File: config.mk
export PLATFORM = sky130hd
export DESIGN_NAME = subtractor_tougaw_serial_flat
export DESIGN_NICKNAME = d
export VERILOG_FILES = /design/src/rtl/subtractor_tougaw_serial_if.sv /design/src/rtl/subtractor_tougaw_serial.sv /design/src/flat_wrapper.sv
export SDC_FILE = /design/constraint.sdc
export NUM_CORES = 1
export LEC_CHECK = 0
export ABC_AREA = 1
export CAP_MARGIN = 10
export CORE_ASPECT_RATIO = 0.9
export CORE_UTILIZATION = 50
export DETAILED_ROUTE_END_ITERATION = 10
export GPL_TIMING_DRIVEN = 0
export HOLD_SLACK_MARGIN = 0.05
export PLACE_DENSITY_LB_ADDON = 0.3
export REMOVE_ABC_BUFFERS = 1
export SLEW_MARGIN = 10
export SYNTH_ARGS = -nofsm -noshare
export SYNTH_HDL_FRONTEND = slang
export SYNTH_SLANG_ARGS = --single-unit
export TNS_END_PERCENT = 10
File: constraint.sdc
create_clock -name clk -period 1.88 [get_ports clk]
set_clock_uncertainty 0.15 [all_clocks]
set_input_delay 0.188 -clock clk [delete_from_list [all_inputs] [get_ports clk]]
set_output_delay 0.188 -clock clk [all_outputs]
set_load 0.02 [all_outputs]
File: src/rtl/subtractor_tougaw_serial_if.sv
// Handshake and result bundle for the bit-serial majority-gate subtractor.
// The requester drives start/a/b; the subtractor returns status and results.
interface subtractor_tougaw_serial_if #(
  parameter int WIDTH = 4
) ();
  logic             start;
  logic [WIDTH-1:0] a;
  logic [WIDTH-1:0] b;
  logic             ready;
  logic             busy;
  logic             done;
  logic [WIDTH-1:0] d;
  logic [WIDTH-1:0] bo;
  logic             borrow_out;

  modport master (
    output start, a, b,
    input  ready, busy, done, d, bo, borrow_out
  );

  modport slave (
    input  start, a, b,
    output ready, busy, done, d, bo, borrow_out
  );
endinterface

File: src/rtl/subtractor_tougaw_serial.sv
// Bit-serial WIDTH-bit subtractor d = a - b, LSB first, one bit per clock.
// The bit cell is built only from 3-input majority gates and inverters.
// Results (d, bo, borrow_out) change only on the edge that enters DONE.
module subtractor_tougaw_serial #(
  parameter int WIDTH = 4
) (
  input  logic                       clk,
  input  logic                       rst,
  subtractor_tougaw_serial_if.slave  bus
);

  localparam int IDXW = (WIDTH > 1) ? $clog2(WIDTH) : 1;
  localparam logic [IDXW-1:0] LAST_IDX = IDXW'(WIDTH - 1);

  typedef enum logic [1:0] {
    S_IDLE = 2'd0,
    S_RUN  = 2'd1,
    S_DONE = 2'd2
  } state_t;

  state_t           state_q, state_d;
  logic [IDXW-1:0]  idx_q, idx_d;
  logic             borrow_q, borrow_d;
  logic [WIDTH-1:0] a_q, a_d;
  logic [WIDTH-1:0] b_q, b_d;
  logic [WIDTH-1:0] diff_sh_q, diff_sh_d;
  logic [WIDTH-1:0] bor_sh_q, bor_sh_d;
  logic [WIDTH-1:0] diff_q, diff_d;
  logic [WIDTH-1:0] bo_q, bo_d;
  logic             cell_diff_s;
  logic             cell_bout_s;

  // Three-input majority gate, the only logic primitive of the cell.
  function automatic logic maj(input logic x, input logic y, input logic z);
    return (x & y) | (x & z) | (y & z);
  endfunction

  // XOR3 from majority gates: the inverted majority steers the output
  // between x|y (z=0) and x&y (z=1), giving the odd-parity function.
  function automatic logic xor3_maj(input logic x, input logic y, input logic z);
    return maj(~maj(x, y, z), z, maj(x, y, ~z));
  endfunction

  // Subtractor bit cell on the current LSBs of the shifting operands.
  always_comb begin
    cell_bout_s = maj(~a_q[0], b_q[0], borrow_q);
    cell_diff_s = xor3_maj(a_q[0], b_q[0], borrow_q);
  end

  // Next-state and datapath-update logic for IDLE -> RUN -> DONE.
  always_comb begin
    state_d   = state_q;
    idx_d     = idx_q;
    borrow_d  = borrow_q;
    a_d       = a_q;
    b_d       = b_q;
    diff_sh_d = diff_sh_q;
    bor_sh_d  = bor_sh_q;
    diff_d    = diff_q;
    bo_d      = bo_q;
    case (state_q)
      S_IDLE, S_DONE: begin
        if (bus.start) begin
          a_d      = bus.a;
          b_d      = bus.b;
          idx_d    = '0;
          borrow_d = 1'b0;
          state_d  = S_RUN;
        end else begin
          state_d  = S_IDLE;
        end
      end
      S_RUN: begin
        // Operands shift right so bit idx is always at position 0; results
        // enter from the MSB so after WIDTH shifts bit 0 lands at position 0.
        diff_sh_d = (diff_sh_q >> 1) | (WIDTH'(cell_diff_s) << (WIDTH - 1));
        bor_sh_d  = (bor_sh_q >> 1) | (WIDTH'(cell_bout_s) << (WIDTH - 1));
        a_d       = a_q >> 1;
        b_d       = b_q >> 1;
        borrow_d  = cell_bout_s;
        idx_d     = idx_q + IDXW'(1);
        if (idx_q == LAST_IDX) begin
          diff_d  = diff_sh_d;
          bo_d    = bor_sh_d;
          state_d = S_DONE;
        end else begin
          state_d = S_RUN;
        end
      end
      default: begin
        state_d = S_IDLE;
      end
    endcase
  end

  // State and datapath registers with synchronous reset.
  always_ff @(posedge clk) begin
    if (rst) begin
      state_q   <= S_IDLE;
      idx_q     <= '0;
      borrow_q  <= 1'b0;
      a_q       <= '0;
      b_q       <= '0;
      diff_sh_q <= '0;
      bor_sh_q  <= '0;
      diff_q    <= '0;
      bo_q      <= '0;
    end else begin
      state_q   <= state_d;
      idx_q     <= idx_d;
      borrow_q  <= borrow_d;
      a_q       <= a_d;
      b_q       <= b_d;
      diff_sh_q <= diff_sh_d;
      bor_sh_q  <= bor_sh_d;
      diff_q    <= diff_d;
      bo_q      <= bo_d;
    end
  end

  assign bus.ready      = (state_q == S_IDLE) || (state_q == S_DONE);
  assign bus.busy       = (state_q == S_RUN);
  assign bus.done       = (state_q == S_DONE);
  assign bus.d          = diff_q;
  assign bus.bo         = bo_q;
  assign bus.borrow_out = bo_q[WIDTH-1];

endmodule

File: src/flat_wrapper.sv
// flat-port wrapper written by rule: the top's interface ports become plain ports
module subtractor_tougaw_serial_flat 
#(
  parameter int WIDTH = 4
)
  (clk, rst, bus_start, bus_a, bus_b, bus_ready, bus_busy, bus_done, bus_d, bus_bo, bus_borrow_out);
  subtractor_tougaw_serial_if #(.WIDTH(WIDTH)) bus_i ();
  input  logic clk;
  input  logic rst;
  input wire logic [$bits(bus_i.start)-1:0] bus_start;
  input wire logic [$bits(bus_i.a)-1:0] bus_a;
  input wire logic [$bits(bus_i.b)-1:0] bus_b;
  output wire logic [$bits(bus_i.ready)-1:0] bus_ready;
  output wire logic [$bits(bus_i.busy)-1:0] bus_busy;
  output wire logic [$bits(bus_i.done)-1:0] bus_done;
  output wire logic [$bits(bus_i.d)-1:0] bus_d;
  output wire logic [$bits(bus_i.bo)-1:0] bus_bo;
  output wire logic [$bits(bus_i.borrow_out)-1:0] bus_borrow_out;
  assign bus_i.start = bus_start;
  assign bus_i.a = bus_a;
  assign bus_i.b = bus_b;
  assign bus_ready = bus_i.ready;
  assign bus_busy = bus_i.busy;
  assign bus_done = bus_i.done;
  assign bus_d = bus_i.d;
  assign bus_bo = bus_i.bo;
  assign bus_borrow_out = bus_i.borrow_out;
  subtractor_tougaw_serial #(.WIDTH(WIDTH)) u_core (.clk(clk), .rst(rst), .bus(bus_i));
endmodule
# Word-level counts from Yosys, hierarchy flattened
# Cells that the tools add are included.
[word_totals]
register_bits = 29
output_inout_bits = 12
[classes]
add_sub_neg = 1
n_eq_ne = 4
muxes = 11
n_bitwise = 23
reduce_logical = 6
[op_table]
columns = ["cell", "n"]
rows = [
  ["$pmux W4 S2", 2],
  ["$and A1 B1 Y1", 10],
  ["$mux W4", 2],
  ["$or A1 B1 Y1", 8],
  ["$or A3 B4 Y4", 2],
  ["$pmux W2 S2", 2],
  ["$eq A2 B2 Y1 const B", 2],
  ["$mux W2", 2],
  ["$reduce_and A2 Y1", 2],
  ["$not A1 Y1", 3],
  ["$add A2 B1 Y2 const B", 1],
  ["$eq A2 B1 Y1 const B", 1],
  ["$logic_not A2 Y1", 1],
  ["$mux W1", 2],
  ["$ne A2 B2 Y1 const B", 1],
  ["$pmux W1 S2", 1],
  ["$reduce_bool A2 Y1", 1],
  ["$reduce_or A2 Y1", 1],
  ["$logic_or A1 B1 Y1", 1],
]

# Logic depth before layout (Yosys ltp)
# Gate-level depths: netlist (run 1).
[logic_depth]
ltp_word = 8
mapped_depth = 8

# Least setup slack after synthesis (run 1)
# OpenSTA, ideal clock, no wires.
[synth_timing]
path_type = "flip-flop to flip-flop"
from = "register u_core.b_q[0]"
to = "register u_core.diff_q[3] (netlist: u_core.bus.d[3])"
arrival_ns = 1.080
setup_slack_ns = 0.541
stages_incl_launch_ff = 6
cell_sequence = "dfxtp_1 inv_1 fa_1 nand2_1 nand2_1 nor2_1"
[synth_via]
elab_chain_cells = 8
[synth_rtl]
columns = ["element", "line", "rtl"]
rows = [
  ["start: declaration", "subtractor_tougaw_serial.sv:25", "logic [WIDTH-1:0] b_q, b_d;"],
  ["start signal: assignment", "subtractor_tougaw_serial.sv:103", "b_q <= '0;"],
  ["start signal: assignment", "subtractor_tougaw_serial.sv:113", "b_q <= b_d;"],
  ["$and A1 B1 Y1", "subtractor_tougaw_serial.sv:35", "return (x & y) | (x & z) | (y & z);"],
  ["$or A1 B1 Y1 (2 in a row)", "subtractor_tougaw_serial.sv:35", ""],
  ["$not A1 Y1", "subtractor_tougaw_serial.sv:41", "return maj(~maj(x, y, z), z, maj(x, y, ~z));"],
  ["$and A1 B1 Y1", "subtractor_tougaw_serial.sv:35", ""],
  ["$or A1 B1 Y1", "subtractor_tougaw_serial.sv:35", ""],
  ["$or A1 B1 Y1 (*)", "subtractor_tougaw_serial.sv:35", ""],
  ["$or A3 B4 Y4 (*)", "subtractor_tougaw_serial.sv:76", "diff_sh_d = (diff_sh_q >> 1) | (WIDTH'(cell_diff_s) << (WIDTH - 1));"],
  ["end signal: assignment", "subtractor_tougaw_serial.sv:116", "diff_q <= diff_d;"],
  ["end: declaration", "subtractor_tougaw_serial.sv:28", "logic [WIDTH-1:0] diff_q, diff_d;"],
]
# Mark *: on every way between the ends. The rest lies on a longest branch, timed or not.
# A chain may end at the register's enable or synchronous reset.

# Worst setup path after layout (run 1)
[layout_timing]
from = "register u_core.state_q[0]"
to = "output bus_busy"
[layout_via]
elab_chain_cells = 1
[layout_rtl]
columns = ["element", "line", "rtl"]
rows = [
  ["start: declaration", "subtractor_tougaw_serial.sv:21", "state_t state_q, state_d;"],
  ["start signal: assignment", "subtractor_tougaw_serial.sv:109", "state_q <= state_d;"],
  ["$eq A2 B1 Y1", "subtractor_tougaw_serial.sv:122", "assign bus.busy = (state_q == S_RUN);"],
  ["end: declaration", "flat_wrapper.sv:14", "output wire logic [$bits(bus_i.busy)-1:0] bus_busy;"],
]
# Every way passes these cells.

==> results.py, run 1 <==
metrics = {
    "setup_path": {
        "r2r-start": "u_core.b_q[0]$_SDFFE_PP0P_",
        "reg2reg_slack_ns": 0.43,
        "path_cells": "inv_6 -> nor2_8 -> dlygate4sd2_1",
        "worst-path-buf-inv": 2,
        "cpMaxStageDelayCell": "dfxtp_4",
        "r2r-end": "u_core.bus.d[3]$_SDFFE_PP0P_",
        "crit_family": "flip-flops",
        "rr_worst_depth": 5,
        "cp.required_ns": 1.54,
        "cp_max_fo": 19,
        "cp.arrival_ns": 1.46,
        "critPathKind": "reg -> out",
        "crit_path_end_kind": "output pin",
        "worstSetupStartpointType": "register",
        "slowest_delay_ns": 0.46,
    },
    "floorplan": {
        "pin_count": 23,
        "initial_utilization_pct": 55.2,
        "die_y_um": 49.4,
        "die_area_um2": 2700,
        "core_um2": 2260,
        "rows": 16,
        "dieWidth_um": 54.7,
    },
    "drt": {
        "drc": 0,
        "num_vias": 1059,
        "detail_route.wl_per_cell_um": 11.0,
        "dr.pass1.iters": 4,
        "initialDrtViolationCount": 18,
        "avgViaCountPerCell": 4.90,
        "drtAntennaViolNets": 0,
        "drt_wl_total_um": 2370,
    },
    "place": {
        "place_area_um2": 1440,
        "place_congestion": 0.736,
        "port_buffers": 22,
        "hpwl_um": 1680,
        "pre_cts_slack_ns": -0.0414,
    },
    "layout": {
        "final_layout_size_suffix_gt1_share_pct": 5.82,
        "regArea_um2": 546,
        "area_growth_pct": 17.3,
        "nFillCells": 211,
        "final_area_um2": 1470,
        "mostFrequentLayoutCell": "nand2_1",
        "multi_input_area_um2": 524,
        "diodes": 0,
        "final_net_count": 204,
        "final_cell_mix": "nand2_1 (33), inv_1 (28), nor2_1 (25), dfxtp_1 (25), clkdlybuf4s50_1 (20)",
    },
    "synth": {
        "synth-seq-area-share_pct": 43.3,
        "synthCells": 171,
        "synth_cell_types": 19,
        "ys_warn_count": 0,
        "netlist_area_um2": 1250,
        "synth_seq_cells": 27,
        "avgSynthCellArea_um2": 7.30,
    },
    "sta": {
        "worst_slew_pin_slew_ns": 0.573,
        "tns_ns": 0,
        "maxSlewViolCount": 0,
        "min_period_over_period_pct": 95.9,
        "setup_viol_count_final": 0,
        "period_minus_slack_ns": 1.80,
        "maxSlewHeadroom_pct": 61.8,
        "whs_ns": 0.256,
        "setup_slack_ns": 0.0771,
        "hold_viol_final": 0,
        "rsz0062_at_grt": "false",
        "fmax_ghz": 0.555,
    },
    "global_route": {
        "grt_max_degree": 22,
        "grt_pass1_wl_um": 4020,
        "grt.overflow.total": 0,
        "grt_use_total_pct": 20.7,
        "grt_antenna_before_repair": 0,
        "grt_pass1_vias": 971,
    },
    "clocking": {
        "htreeDepth": 1,
        "clkLatencyLatePin_ns": 0.33,
        "clock-sinks": 27,
        "clockRootBuffer": "clkbuf_4",
        "clockBufferDepth": 2,
        "numCtsBuffers": 3,
        "clkTransAtPathRegs_ns": 0.14,
        "cts_tree": "yes",
    },
    "power": {
        "powerDensity_nw_per_um2": 720,
        "power.leakage_uw": 0.000688,
        "ir_drop_v": 0.000538,
    },
    "min_path": {
        "min_from": "bus_a[3]",
        "hp-class": "in -> reg",
        "hold_end": "u_core.a_q[3]$_SDFFE_PP0P_",
        "hold_path_depth": 3,
    },
    "flow_run": {
        "maxCapViolCount": 0,
    },
    "outcome": {
        "status": "completed",
    },
}
[routing by layer]
| layer | vias up | global-route usage, % | part of all wire [%] |
|---|---|---|---|
| met4 | 0 | 7.69 | 1.8 |
| met1 | 486 | 22.4 | 45 |
| met2 | 17 | 35.9 | 49 |
| met3 | 5 | 6.54 | 3.8 |
| li1 | 551 | - | - |
| met5 | - | 0 | 0 |
[cells in the mapped netlist]
cell | number | area (um2)
nor3_1 | 6 | 30.0
inv_1 | 28 | 105
inv_2 | 1 | 3.75
nor2_8 | 1 | 20.0
inv_6 | 1 | 8.76
nand2_4 | 2 | 22.5
nand2_1 | 33 | 124
ha_1 | 1 | 12.5
o21ai_1 | 1 | 5.00
dfxtp_1 | 27 | 541
nor2_1 | 25 | 93.8
fa_1 | 2 | 40.0
buf_6 | 3 | 33.8
o21ai_0 | 7 | 35.0
buf_2 | 2 | 10.0
nand2_2 | 1 | 6.26
buf_4 | 3 | 22.5
a21oi_1 | 9 | 45.0
nand3_1 | 18 | 90.1
[worst register-to-register path: stages, from the launching register on]
cell and delay [ns]:
dfxtp_1 0.39, inv_1 0.09, fa_1 0.57, nand2_1 0.06, nand2_1 0.06, nor2_1 0.04
[layout make-up]
cell class	instances	area share [%]
clock buffer	4	1.79
inverter	30	8.03
multi-input combinational	106	35.8
sequential	27	37.2
tap	27	2.31
timing repair buffer	22	14.9
[repair_timing]
action                     CTS  global route
hold buffers                 0             0
buffers inserted             0             0
setup endpoints to repair    3             1
gates resized for setup      4             1
pin swaps                    0             0
[through the flow]
step	util, %	instances	power [uW]
after floorplan	-	163	754
after global placement	63.5	212	808
after detailed placement	63.5	212	816
after CTS	64.7	216	1070
after global routing	64.8	216	1120
final	64.8	216	1060
[state kept, by name, summed over array words and instances, names as in the netlist]
signal / count
u_core.state_q: 2
u_core.b_q: 4
u_core.borrow_q: 1
u_core.bus.bo: 4
u_core.bor_sh_q: 3
u_core.idx_q: 2
u_core.a_q: 4
u_core.diff_sh_q: 3
u_core.bus.d: 4
[worst max-delay path by stage]
| stage | startpoint | end | slack [ns] | cells past startpoint |
|---|---|---|---|---|
| global route | u_core.state_q[0]$_SDFF_PP0_ | bus_busy | 0.0007 | 3 |
| detailed placement | u_core.state_q[0]$_SDFF_PP0_ | bus_busy | -0.04 | 3 |
| CTS | u_core.state_q[0]$_SDFF_PP0_ | bus_busy | 0.003 | 3 |
| floorplan | u_core.state_q[0]$_SDFF_PP0_ | u_core.bus.bo[3]$_SDFFE_PP0P_ | 0.46 | 5 |
| finish | u_core.state_q[0]$_SDFF_PP0_ | bus_busy | 0.08 | 3 |
| global placement | u_core.state_q[0]$_SDFF_PP0_ | bus_busy | -0.03 | 3 |
[kinds of logic (layout without fill, tap and decap cells)]
| family | after synthesis | count (layout) | share of synthesized area [%] |
|---|---|---|---|
| AO/OA/AOI/OAI | 17 | 17 | 6.81 |
| adder cells (fa/ha/maj) | 3 | 3 | 4.21 |
| buffers and inverters | 38 | 56 | 14.7 |
| flip-flops | 27 | 27 | 43.3 |
| AND/OR/NAND/NOR | 86 | 86 | 31.0 |
[power by group]
group / total, uW / switching, uW / internal (uW)
combinational: 173 / 102 / 71.3
clock: 253 / 169 / 83.3
sequential: 629 / 22.8 / 606
Power figures use the tool's default switching activity.
==> run 2: changes to the inputs <==
Settings changed: ABC_AREA 1 to not set, CORE_UTILIZATION 50 to 45.
Clock period 1.88 ns to 1.6 ns, I/O delays scaled along.
==> results.py, run 2 <==
metrics = {
    "floorplan": {
        "die_y_um": 50.0,
        "core_um2": 2450,
        "die_area_um2": 2770,
        "initial_utilization_pct": 47.1,
        "pin_count": 23,
        "dieWidth_um": 55.3,
        "rows": 17,
    },
    "layout": {
        "mostFrequentLayoutCell": "nand2_1",
        "area_growth_pct": 19.4,
        "final_area_um2": 1380,
        "nFillCells": 239,
        "final_cell_mix": "nand2_1 (32), dfxtp_1 (25), a21oi_1 (16)",
        "diodes": 0,
        "final_layout_size_suffix_gt1_share_pct": 11.5,
        "final_net_count": 163,
    },
    "synth": {
        "synth_cell_types": 25,
        "synth_seq_cells": 27,
        "ys_dominant_reg_cell": "dfxtp_1",
        "synth_edf_count": 0,
        "avgSynthCellArea_um2": 8.73,
        "ys_warn_count": 0,
        "netlist_top_cells_count": "nand2_1 (32), dfxtp_1 (27), a21oi_1 (16), nand3_1 (10), nor2_1 (9)",
        "synthArstFlopShare_pct": 0,
        "synth_area_leaders": "dfxtp_1 (47%), nand2_1 (10%), a21oi_1 (6.9%), a311oi_1 (4.6%), nand3_1 (4.3%)",
        "synth-seq-area-share_pct": 46.9,
        "synthCells": 132,
        "netlist_area_um2": 1150,
        "synth_top_area_cell": "dfxtp_1",
        "yosysTopAreaCellShare_pct": 46.9,
        "synth_most_common_cell": "nand2_1",
    },
    "sta": {
        "rsz0062_at_grt": "true",
        "period_minus_slack_ns": 1.59,
        "maxSlewViolCount": 0,
        "worst_slew_pin_slew_ns": 0.990,
        "hold_viol_final": 0,
        "setup_viol_count_final": 0,
        "min_period_over_period_pct": 99.6,
        "maxSlewHeadroom_pct": 33.8,
        "fmax_ghz": 0.628,
    },
    "drt": {
        "initialDrtViolationCount": 17,
        "drtAntennaViolNets": 0,
        "num_vias": 913,
        "dr.pass1.iters": 4,
        "detail_route.wl_per_cell_um": 11.2,
        "drc": 0,
        "avgViaCountPerCell": 5.19,
        "drt_wl_total_um": 1970,
    },
    "global_route": {
        "grt_pass1_wl_um": 3530,
        "grt.overflow.total": 0,
        "grt_antenna_before_repair": 0,
        "grt_max_degree": 28,
        "grt_use_total_pct": 15.9,
        "grt_pass1_vias": 845,
    },
    "min_path": {
        "hp-class": "in -> reg",
        "min_from": "bus_b[3]",
    },
    "place": {
        "place_area_um2": 1320,
        "place_congestion": 0.672,
        "port_buffers": 22,
        "hpwl_um": 1300,
    },
    "power": {
        "p_int_uw": 862,
        "seq_power_share_pct": 61.7,
        "power.leakage_uw": 0.000589,
        "p_clk_share_pct": 25.0,
        "switching_share_pct": 26.5,
        "total_power_uw": 1170,
        "powerDensity_nw_per_um2": 851,
        "switchingPower_uw": 310,
        "ir_drop_v": 0.000423,
        "power_frac_comb_pct": 13.2,
    },
    "clocking": {
        "clock-sinks": 27,
        "clkTransAtPathRegs_ns": 0.15,
        "htreeDepth": 1,
        "clockRootBuffer": "clkbuf_4",
        "clkLatencyLatePin_ns": 0.32,
        "clockBufferDepth": 2,
        "numCtsBuffers": 3,
        "cts_tree": "yes",
    },
    "setup_path": {
        "cp_max_fo": 24,
        "worstSetupStartpointType": "register",
        "r2r-start": "u_core.b_q[0]$_SDFFE_PP0P_",
        "critPathKind": "reg -> out",
        "cp.arrival_ns": 1.28,
        "slowest_delay_ns": 0.35,
        "crit_start": "u_core.state_q[1]$_SDFF_PP0_",
        "crit_path_end_kind": "output pin",
        "cp.required_ns": 1.29,
        "path_cells": "nand2b_4 -> inv_8 -> buf_4",
        "cpMaxStageDelayCell": "dfxtp_2",
    },
    "outcome": {
        "status": "completed",
    },
    "flow_run": {
        "maxCapViolCount": 0,
    },
}
## run 2: cell types whose count changed after synthesis, moves of 2 or more
cell and change:
nor2b_1 +2, inv_1 -24, a21oi_1 +7, nand2_4 -2
buf_4 -2, nand3_2 +2, nand2b_1 +2, a21oi_2 +2
nor2_1 -16, nor3_1 -6, a311oi_1 +6, nand3_1 -8
o21ai_0 -7
## run 2: repair_timing
| item | in CTS | in global routing |
|---|---|---|
| endpoints found under the hold margin | 0 | 0 |
| pin swaps | 0 | 1 |
| gates resized for setup | 16 | 6 |
| hold buffers | 0 | 0 |
| setup endpoints to repair | 33 | 14 |
| buffers inserted | 0 | 1 |
## run 2: cell type report
| type | instances | area (um2) | area share [%] |
|---|---|---|---|
| sequential | 27 | 543 | 39.5 |
| multi-input combinational | 89 | 508 | 36.9 |
| clock buffer | 3 | 22.5 | 1.64 |
| inverter | 5 | 26.3 | 1.91 |
| tap | 28 | 35.0 | 2.55 |
| timing repair buffer | 23 | 234 | 17.0 |
| clock inverter | 1 | 7.51 | 0.545 |
## run 2: final timing paths
path,cells past startpoint,endpoint,slack (ns)
setup / recovery,3,bus_busy,0.007
hold / removal,3,u_core.b_q[3]$_SDFFE_PP0P_,0.23
setup reg to reg,3,u_core.bus.d[3]$_SDFFE_PP0P_,0.13
hold reg to reg,2,u_core.bus.d[1]$_SDFFE_PP0P_,0.31
## run 2: power groups by stage
stage	clock network, uW	registers, uW	logic [uW]
after floorplan	0	732	93.6
after global routing	338	729	174
after detailed placement	0	736	156
after CTS	306	724	156
final	293	723	155
after global placement	0	735	152
## run 2: stage by stage
step	util [%]	worst slack (ns)	hold slack [ns]	setup TNS, ns	cells
floorplan	-	-0.0315	0.0724	-0.0315	121
global placement	53.9	-0.639	0.292	-4.64	171
detailed placement	53.9	-0.643	0.296	-5.03	171
CTS	55.3	0.000183	0.228	0	175
global route	56.3	-0.0759	0.239	-0.0759	176
finish	56.3	0.00705	0.232	0	176
## run 2: routing by layer
metal	track usage, %	share of wire [%]	wire [um]	vias to the layer above
met1	21.0	48	943	423
met4	3.75	0.81	16	0
met5	0	0	0	-
met2	26.9	48	952	15
met3	3.15	2.7	54	2
li1	-	-	-	473
## run 2: kinds of logic after synthesis
group	count (synthesis)	synth area share, %
and+or+nand+nor	59	23.0
DFF	27	46.9
AOI/OAI and AO/OA	27	15.6
adders and majority gates	3	4.56
buffers and inverters	16	9.88
## run 2: critical path, delay by kind of cell, from the launching register on
family | cells | cell delay [ns]
buffers and inverters | 2 | 0.34
AND/OR/NAND/NOR | 1 | 0.27
flip-flops | 1 | 0.35
